$ cat config.mk
export PLATFORM = sky130hd
export DESIGN_NAME = regfile_arb
export DESIGN_NICKNAME = d
export VERILOG_FILES = /design/src/rtl/regfile_arb.sv
export SDC_FILE = /design/constraint.sdc
export NUM_CORES = 1
export LEC_CHECK = 0
export ABC_CLOCK_PERIOD_IN_PS = 1900
export CAP_MARGIN = 20
export CORE_AREA = 5 5 74 76
export CTS_CLUSTER_DIAMETER = 40
export CTS_CLUSTER_SIZE = 20
export DETAILED_ROUTE_END_ITERATION = 6
export DIE_AREA = 0 0 79 81
export PLACE_DENSITY = 0.78
export SYNTH_ARGS = -nofsm -noshare
export SYNTH_HDL_FRONTEND = slang
export SYNTH_SLANG_ARGS = --single-unit
$ cat constraint.sdc
create_clock -name CLK -period 1.9 [get_ports CLK]
set_clock_uncertainty 0.15 [all_clocks]
set_input_delay 0.38 -clock CLK [delete_from_list [all_inputs] [get_ports CLK]]
set_output_delay 0.38 -clock CLK [all_outputs]
set_load 0.02 [all_outputs]
$ cat src/rtl/regfile_arb.sv
// Two-master round-robin arbiter for the single-port RegFile, with a read-response timeout.
// Optional burst ownership via the REGFILE_ARB_LOCK_EN macro (adds M0_LOCK/M1_LOCK).
module regfile_arb #(
  parameter int DATA_WIDTH = 8,
  parameter int ADDR_WIDTH = 4,
  parameter int RD_TIMEOUT = 15
) (
  input  logic                  CLK,
  input  logic                  RST,
  input  logic                  M0_REQ,
  input  logic                  M0_WR,
  input  logic [ADDR_WIDTH-1:0] M0_ADDR,
  input  logic [DATA_WIDTH-1:0] M0_WDATA,
  input  logic                  M1_REQ,
  input  logic                  M1_WR,
  input  logic [ADDR_WIDTH-1:0] M1_ADDR,
  input  logic [DATA_WIDTH-1:0] M1_WDATA,
`ifdef REGFILE_ARB_LOCK_EN
  input  logic                  M0_LOCK,
  input  logic                  M1_LOCK,
`endif
  output logic                  M0_GNT,
  output logic [DATA_WIDTH-1:0] M0_RDATA,
  output logic                  M0_RVALID,
  output logic                  M1_GNT,
  output logic [DATA_WIDTH-1:0] M1_RDATA,
  output logic                  M1_RVALID,
  output logic [ADDR_WIDTH-1:0] RF_ADDR,
  output logic                  RF_WR_EN,
  output logic                  RF_RD_EN,
  output logic [DATA_WIDTH-1:0] RF_WR_DATA,
  input  logic [DATA_WIDTH-1:0] RF_RD_DATA,
  input  logic                  RF_RD_VALID,
  output logic                  RD_ERR,
  output logic                  ARB_BUSY
);

  typedef enum logic [1:0] {IDLE, ISSUE, WAIT_RD} state_t;
  typedef enum logic {MST_M0, MST_M1} mst_t;

  localparam logic [7:0] RD_LAST = 8'(RD_TIMEOUT - 1);

  state_t state, state_nxt;
  mst_t   last_gnt, win;
  logic   [7:0] rd_cnt;

  logic                  any_req, issue_now, rd_fin, rd_to;
  logic                  win_wr;
  logic [ADDR_WIDTH-1:0] win_addr;
  logic [DATA_WIDTH-1:0] win_wdata, rdata_sel;

  logic                  m0_gnt_nxt, m1_gnt_nxt, m0_rvalid_nxt, m1_rvalid_nxt;
  logic [DATA_WIDTH-1:0] m0_rdata_nxt, m1_rdata_nxt, rf_wr_data_nxt;
  logic [ADDR_WIDTH-1:0] rf_addr_nxt;
  logic                  rf_wr_en_nxt, rf_rd_en_nxt, rd_err_nxt, busy_nxt;

  assign any_req = M0_REQ | M1_REQ;

  // last_gnt doubles as the owner of the command in flight.
  always_comb begin
    win = (last_gnt == MST_M1) ? MST_M0 : MST_M1;
    if (!M1_REQ)
      win = MST_M0;
    else if (!M0_REQ)
      win = MST_M1;
`ifdef REGFILE_ARB_LOCK_EN
    else if (last_gnt == MST_M0 && M0_LOCK)
      win = MST_M0;
    else if (last_gnt == MST_M1 && M1_LOCK)
      win = MST_M1;
`endif
  end

  assign win_wr    = (win == MST_M1) ? M1_WR    : M0_WR;
  assign win_addr  = (win == MST_M1) ? M1_ADDR  : M0_ADDR;
  assign win_wdata = (win == MST_M1) ? M1_WDATA : M0_WDATA;

  always_ff @(posedge CLK or negedge RST) begin
    if (!RST)
      state <= IDLE;
    else
      state <= state_nxt;
  end

  // RF_WR_EN is high throughout ISSUE exactly when the issued command is a write.
  always_comb begin
    state_nxt = state;
    unique case (state)
      IDLE:    if (any_req) state_nxt = ISSUE;
      ISSUE:   state_nxt = RF_WR_EN ? IDLE : WAIT_RD;
      WAIT_RD: if (RF_RD_VALID || rd_cnt == RD_LAST) state_nxt = IDLE;
      default: state_nxt = IDLE;
    endcase
  end

  always_ff @(posedge CLK or negedge RST) begin
    if (!RST)
      rd_cnt <= '0;
    else if (state == ISSUE)
      rd_cnt <= '0;
    else if (state == WAIT_RD)
      rd_cnt <= rd_cnt + 8'd1;
  end

  always_comb begin
    issue_now = (state == IDLE) && any_req;
    rd_fin    = (state == WAIT_RD) && (RF_RD_VALID || rd_cnt == RD_LAST);
    rd_to     = (state == WAIT_RD) && !RF_RD_VALID && (rd_cnt == RD_LAST);
    rdata_sel = RF_RD_VALID ? RF_RD_DATA : '0;

    m0_gnt_nxt     = issue_now && (win == MST_M0);
    m1_gnt_nxt     = issue_now && (win == MST_M1);
    rf_wr_en_nxt   = issue_now && win_wr;
    rf_rd_en_nxt   = issue_now && !win_wr;
    rf_addr_nxt    = issue_now ? win_addr  : RF_ADDR;
    rf_wr_data_nxt = issue_now ? win_wdata : RF_WR_DATA;

    m0_rvalid_nxt  = rd_fin && (last_gnt == MST_M0);
    m1_rvalid_nxt  = rd_fin && (last_gnt == MST_M1);
    m0_rdata_nxt   = m0_rvalid_nxt ? rdata_sel : M0_RDATA;
    m1_rdata_nxt   = m1_rvalid_nxt ? rdata_sel : M1_RDATA;
    rd_err_nxt     = rd_to;
    busy_nxt       = (state_nxt != IDLE);
  end

  always_ff @(posedge CLK or negedge RST) begin
    if (!RST) begin
      last_gnt   <= MST_M1;
      M0_GNT     <= 1'b0;
      M1_GNT     <= 1'b0;
      M0_RVALID  <= 1'b0;
      M1_RVALID  <= 1'b0;
      M0_RDATA   <= '0;
      M1_RDATA   <= '0;
      RF_ADDR    <= '0;
      RF_WR_DATA <= '0;
      RF_WR_EN   <= 1'b0;
      RF_RD_EN   <= 1'b0;
      RD_ERR     <= 1'b0;
      ARB_BUSY   <= 1'b0;
    end else begin
      if (issue_now)
        last_gnt <= win;
      M0_GNT     <= m0_gnt_nxt;
      M1_GNT     <= m1_gnt_nxt;
      M0_RVALID  <= m0_rvalid_nxt;
      M1_RVALID  <= m1_rvalid_nxt;
      M0_RDATA   <= m0_rdata_nxt;
      M1_RDATA   <= m1_rdata_nxt;
      RF_ADDR    <= rf_addr_nxt;
      RF_WR_DATA <= rf_wr_data_nxt;
      RF_WR_EN   <= rf_wr_en_nxt;
      RF_RD_EN   <= rf_rd_en_nxt;
      RD_ERR     <= rd_err_nxt;
      ARB_BUSY   <= busy_nxt;
    end
  end

endmodule

==> metrics.md <==
| Metric | Value |
|---|---|
| Synth-to-layout area growth | `51.79%` |
| Core box area | `4661 sq um` |
| Final worst path period share | `101.4%` |
| Antenna-violating nets left | `0` |
| Post-synth cell types | `37` |
| Multi-input logic area | `829.5 sq um` |
| Sequential-to-total area share from yosys stat | `57.94%` |
| Detailed-route via count | `1724` |
| Total track usage | `16.11%` |
| Type of origin of the critical path | `register` |
| Area occupied by registers | `1177 sq um` |
| Overflow after GRT | `0` |
| First-pass GRT wire length | `8.038 mm` |
| FP Rows | `25` |
| Avg Synthesized Cell Area | `11.48 sq um` |
| Drt wl/cell | `15.31 um` |
| Outcome | `finished with violations` |
| Main combinational cell family by area after synthesis | `compound AO/OA/AOI/OAI gates` |
| Maximum clock frequency | `519.2 MHz` |
| Number of H-tree levels | `2` |
| Iter 0 DRT Violations | `75` |
| Crit Path Max Fanout | `5` |
| Via count of the first global-routing pass | `1698` |
| Die span in x | `79 um` |
| Mux cell area share after synthesis | `0.4926%` |
| Least-Margin Pin Slew | `0.4442 ns` |
| Synthesized area | `2032 sq um` |
| DIE AREA | `6399 sq um` |
| Peak supply drop | `703.7 uV` |
| Syn_nets | `222` |
| FILL cells | `374` |
| I/O pin total | `75` |
| Slew Viols, Final | `0` |
| CTS max path bufs | `2` |
| First drt pass iteration count | `4` |
| Worst-path clk slew | `0.09 ns` |
| Clk Tree Root Cell | `clkbuf_8` |
| Largest net degree at the start of global routing | `27` |
| Xor/xnor share of the synthesized area | `0.8621%` |
| Initial antenna violation count | `0` |
| Port Buf Inserts | `74` |
| Adder-Cell Fraction of Synth Area | `3.695%` |
| Unrepaired setup endpoints after global routing | `true` |
| Hpwl dp | `3.624 mm` |
| Mapped Cells | `177` |
| Post-synthesis compound-gate area fraction | `20.87%` |
| Tot Pwr | `4702 uW` |
| Slowest stage delay, CP | `0.40 ns` |
| Predominant post-synthesis flop cell | `dfrtp_1` |
| Final WS setup | `-0.02594 ns` |
| Failing checks | `negative setup slack` |
| Ys Warns | `0` |
| Post-synthesis simple-gate area fraction | `12.68%` |
| Worst EP arrival | `1.96 ns` |
| Crit-path slowest cell | `dfrtp_1` |
| Top Family by Delay on Critical Path | `simple AND/OR/NAND/NOR gates` |
| # diodes | `0` |
| Post-DR vias/cell | `5.354` |
| Clock Sinks | `47` |
| Slew margin rel. | `70.30%` |
| Final setup fails | `6` |
| Pwr per Cell Area | `1524 nW/um^2` |
| Setup CP Type | `reg -> reg` |
| Final estimated routing congestion in global placement | `0.7718` |
| Clock latency on the worst-skew pair | `0.29 ns` |
| Final WL | `4.930 mm` |
| Nets | `312` |
| Critical Path RT | `1.93 ns` |
| Initial core utilization | `43.60%` |
| CTS tree | `yes` |
| Die Ht | `81 um` |
| Crit end category | `register` |
| Synth Register Bits | `47` |
| Number of enable flip-flop cells after synthesis | `0` |
| Async S/R FF share, synth | `100.0%` |
| DRC | `0` |
| Max_cap viols | `0` |
| Hold/Removal Path Class | `reg -> reg` |
| Layout cells sized above 1 | `12.31%` |
| Hold Vio Cnt, Final | `0` |
| Crit path buffers/inverters | `2` |
| Leakage | `0.001361 uW` |
| Util after Layout | `66.17%` |
| Inserted Clock Buffers | `5` |
| Fin crit period | `1.926 ns` |
| Ordered list of cells on the worst path | `inv_2, ha_4, nand4b_1, nor4_4, buf_4, o211ai_4, a32o_1` |
[report_power, final]
group	internal, uW	switching, uW	leakage, uW
combinational	1130	1230	0.000703
clock	392	324	0.0000581
sequential	1390	235	0.000600
[cells in the final DEF, fill, tap and decap left out, types with 2 or more instances in the layout]
cell	synthesis	routed
a21oi_1	5	5
a22o_1	2	2
a22oi_1	12	12
a31oi_1	2	2
a32o_1	16	16
and2_1	3	2
and3_1	3	2
buf_4	1	13
clkbuf_8	0	5
clkdlybuf4s50_1	0	73
dfrtp_1	46	46
ha_1	6	5
inv_1	8	7
nand2_1	32	32
nand2b_1	3	3
nor2_1	4	4
o211ai_4	0	2
o21ai_0	5	5
o21ai_1	2	2
o31ai_1	2	2
xnor2_1	2	2
[area by class of cell]
| class | count | area share [%] |
|---|---|---|
| Inverter | 9 | 1.095 |
| Clock buffer | 5 | 2.231 |
| Timing Repair Buffer | 89 | 27.99 |
| Multi-Input combinational cell | 115 | 26.90 |
| Clock inverter | 3 | 1.420 |
| Sequential cell | 47 | 38.17 |
| Tap cell | 54 | 2.191 |
[logic make-up (layout without fill, tap and decap cells)]
| family | count (synthesis) | in the layout |
|---|---|---|
| muxes | 1 | 1 |
| and+or+nand+nor | 52 | 52 |
| buffers and inverters | 16 | 106 |
| xor gates and xnor gates | 2 | 2 |
| DFF | 47 | 47 |
| adders and majority gates | 6 | 6 |
| AOI/OAI and AO/OA | 53 | 54 |
[tightest hold or removal path, delay by kind of cell, from the launching register on]
family / cells / cell delay (ns)
AND/OR/NAND/NOR: 2 / 0.10
flip-flops: 1 / 0.35
[metrics by stage]
stage	TNS [ns]	worst slack (ns)	instances	hold slack [ns]	area, sq um
6_report	-0.1035	-0.02594	322	0.3229	3084
5_1_grt	-1.563	-0.1352	322	0.3336	3084
4_1_cts	0	0.02502	318	0.3253	3017
3_5_place_dp	-0.4812	-0.05127	309	0.2262	2894
3_3_place_gp	0	0.008634	309	0.2263	2894
2_1_floorplan	0	0.2348	177	-0.06559	2032
[state kept, by name, summed over array words and instances (netlist names)]
name and cells:
ARB_BUSY 1, M0_GNT 1, M0_RDATA 8, M0_RVALID 1, M1_GNT 1, M1_RDATA 8, M1_RVALID 1, RD_ERR 1
RF_ADDR 4, RF_RD_EN 1, RF_WR_DATA 8, RF_WR_EN 1, last_gnt 1, rd_cnt 8, state 2
[routing by layer]
metal | global-route usage, % | share of wire (%) | up-vias
met5 | 0 | 0 | -
met4 | 6.529 | 1.4 | 0
met3 | 6.763 | 9.4 | 7
met2 | 26.09 | 48 | 68
met1 | 19.04 | 41 | 820
li1 | - | - | 829
[Yosys cell counts, drive strengths merged (3+ instances only)]
master	count	area share (%)
a21oi	5	1.2
a22oi	12	4.4
a32o	16	7.9
and2	3	0.92
and3	3	0.92
buf	5	1.4
dfrtp	46	57
ha	6	3.7
inv	8	1.5
nand2	32	5.9
nand2b	3	0.92
nor2	4	0.74
o21ai	7	1.7
[worst paths after layout]
path | startpoint | endpoint | slack [ns] | cells past startpoint
max in group asynchronous | RST | last_gnt$_DFFE_PN1P_ | 0.84 | 3
hold reg to reg | RF_WR_DATA[3]$_DFFE_PN0P_ | RF_WR_DATA[3]$_DFFE_PN0P_ | 0.32 | 2
min in group asynchronous | RST | RF_WR_EN$_DFF_PN0_ | 0.44 | 3
hold / removal | RF_WR_DATA[3]$_DFFE_PN0P_ | RF_WR_DATA[3]$_DFFE_PN0P_ | 0.32 | 2
setup reg to reg | rd_cnt[0]$_DFFE_PN0P_ | M1_RDATA[1]$_DFFE_PN0P_ | -0.03 | 7
setup / recovery | rd_cnt[0]$_DFFE_PN0P_ | M1_RDATA[1]$_DFFE_PN0P_ | -0.03 | 7
[what timing repair did]
item	4_1_cts	5_1_grt
setup buffers	0	3
endpoints found under the hold margin	46	0
hold buffers	1	0
endpoints found under the setup margin	0	18
gates resized for setup	0	7
Note: power is estimated with default switching activity, not from simulation.
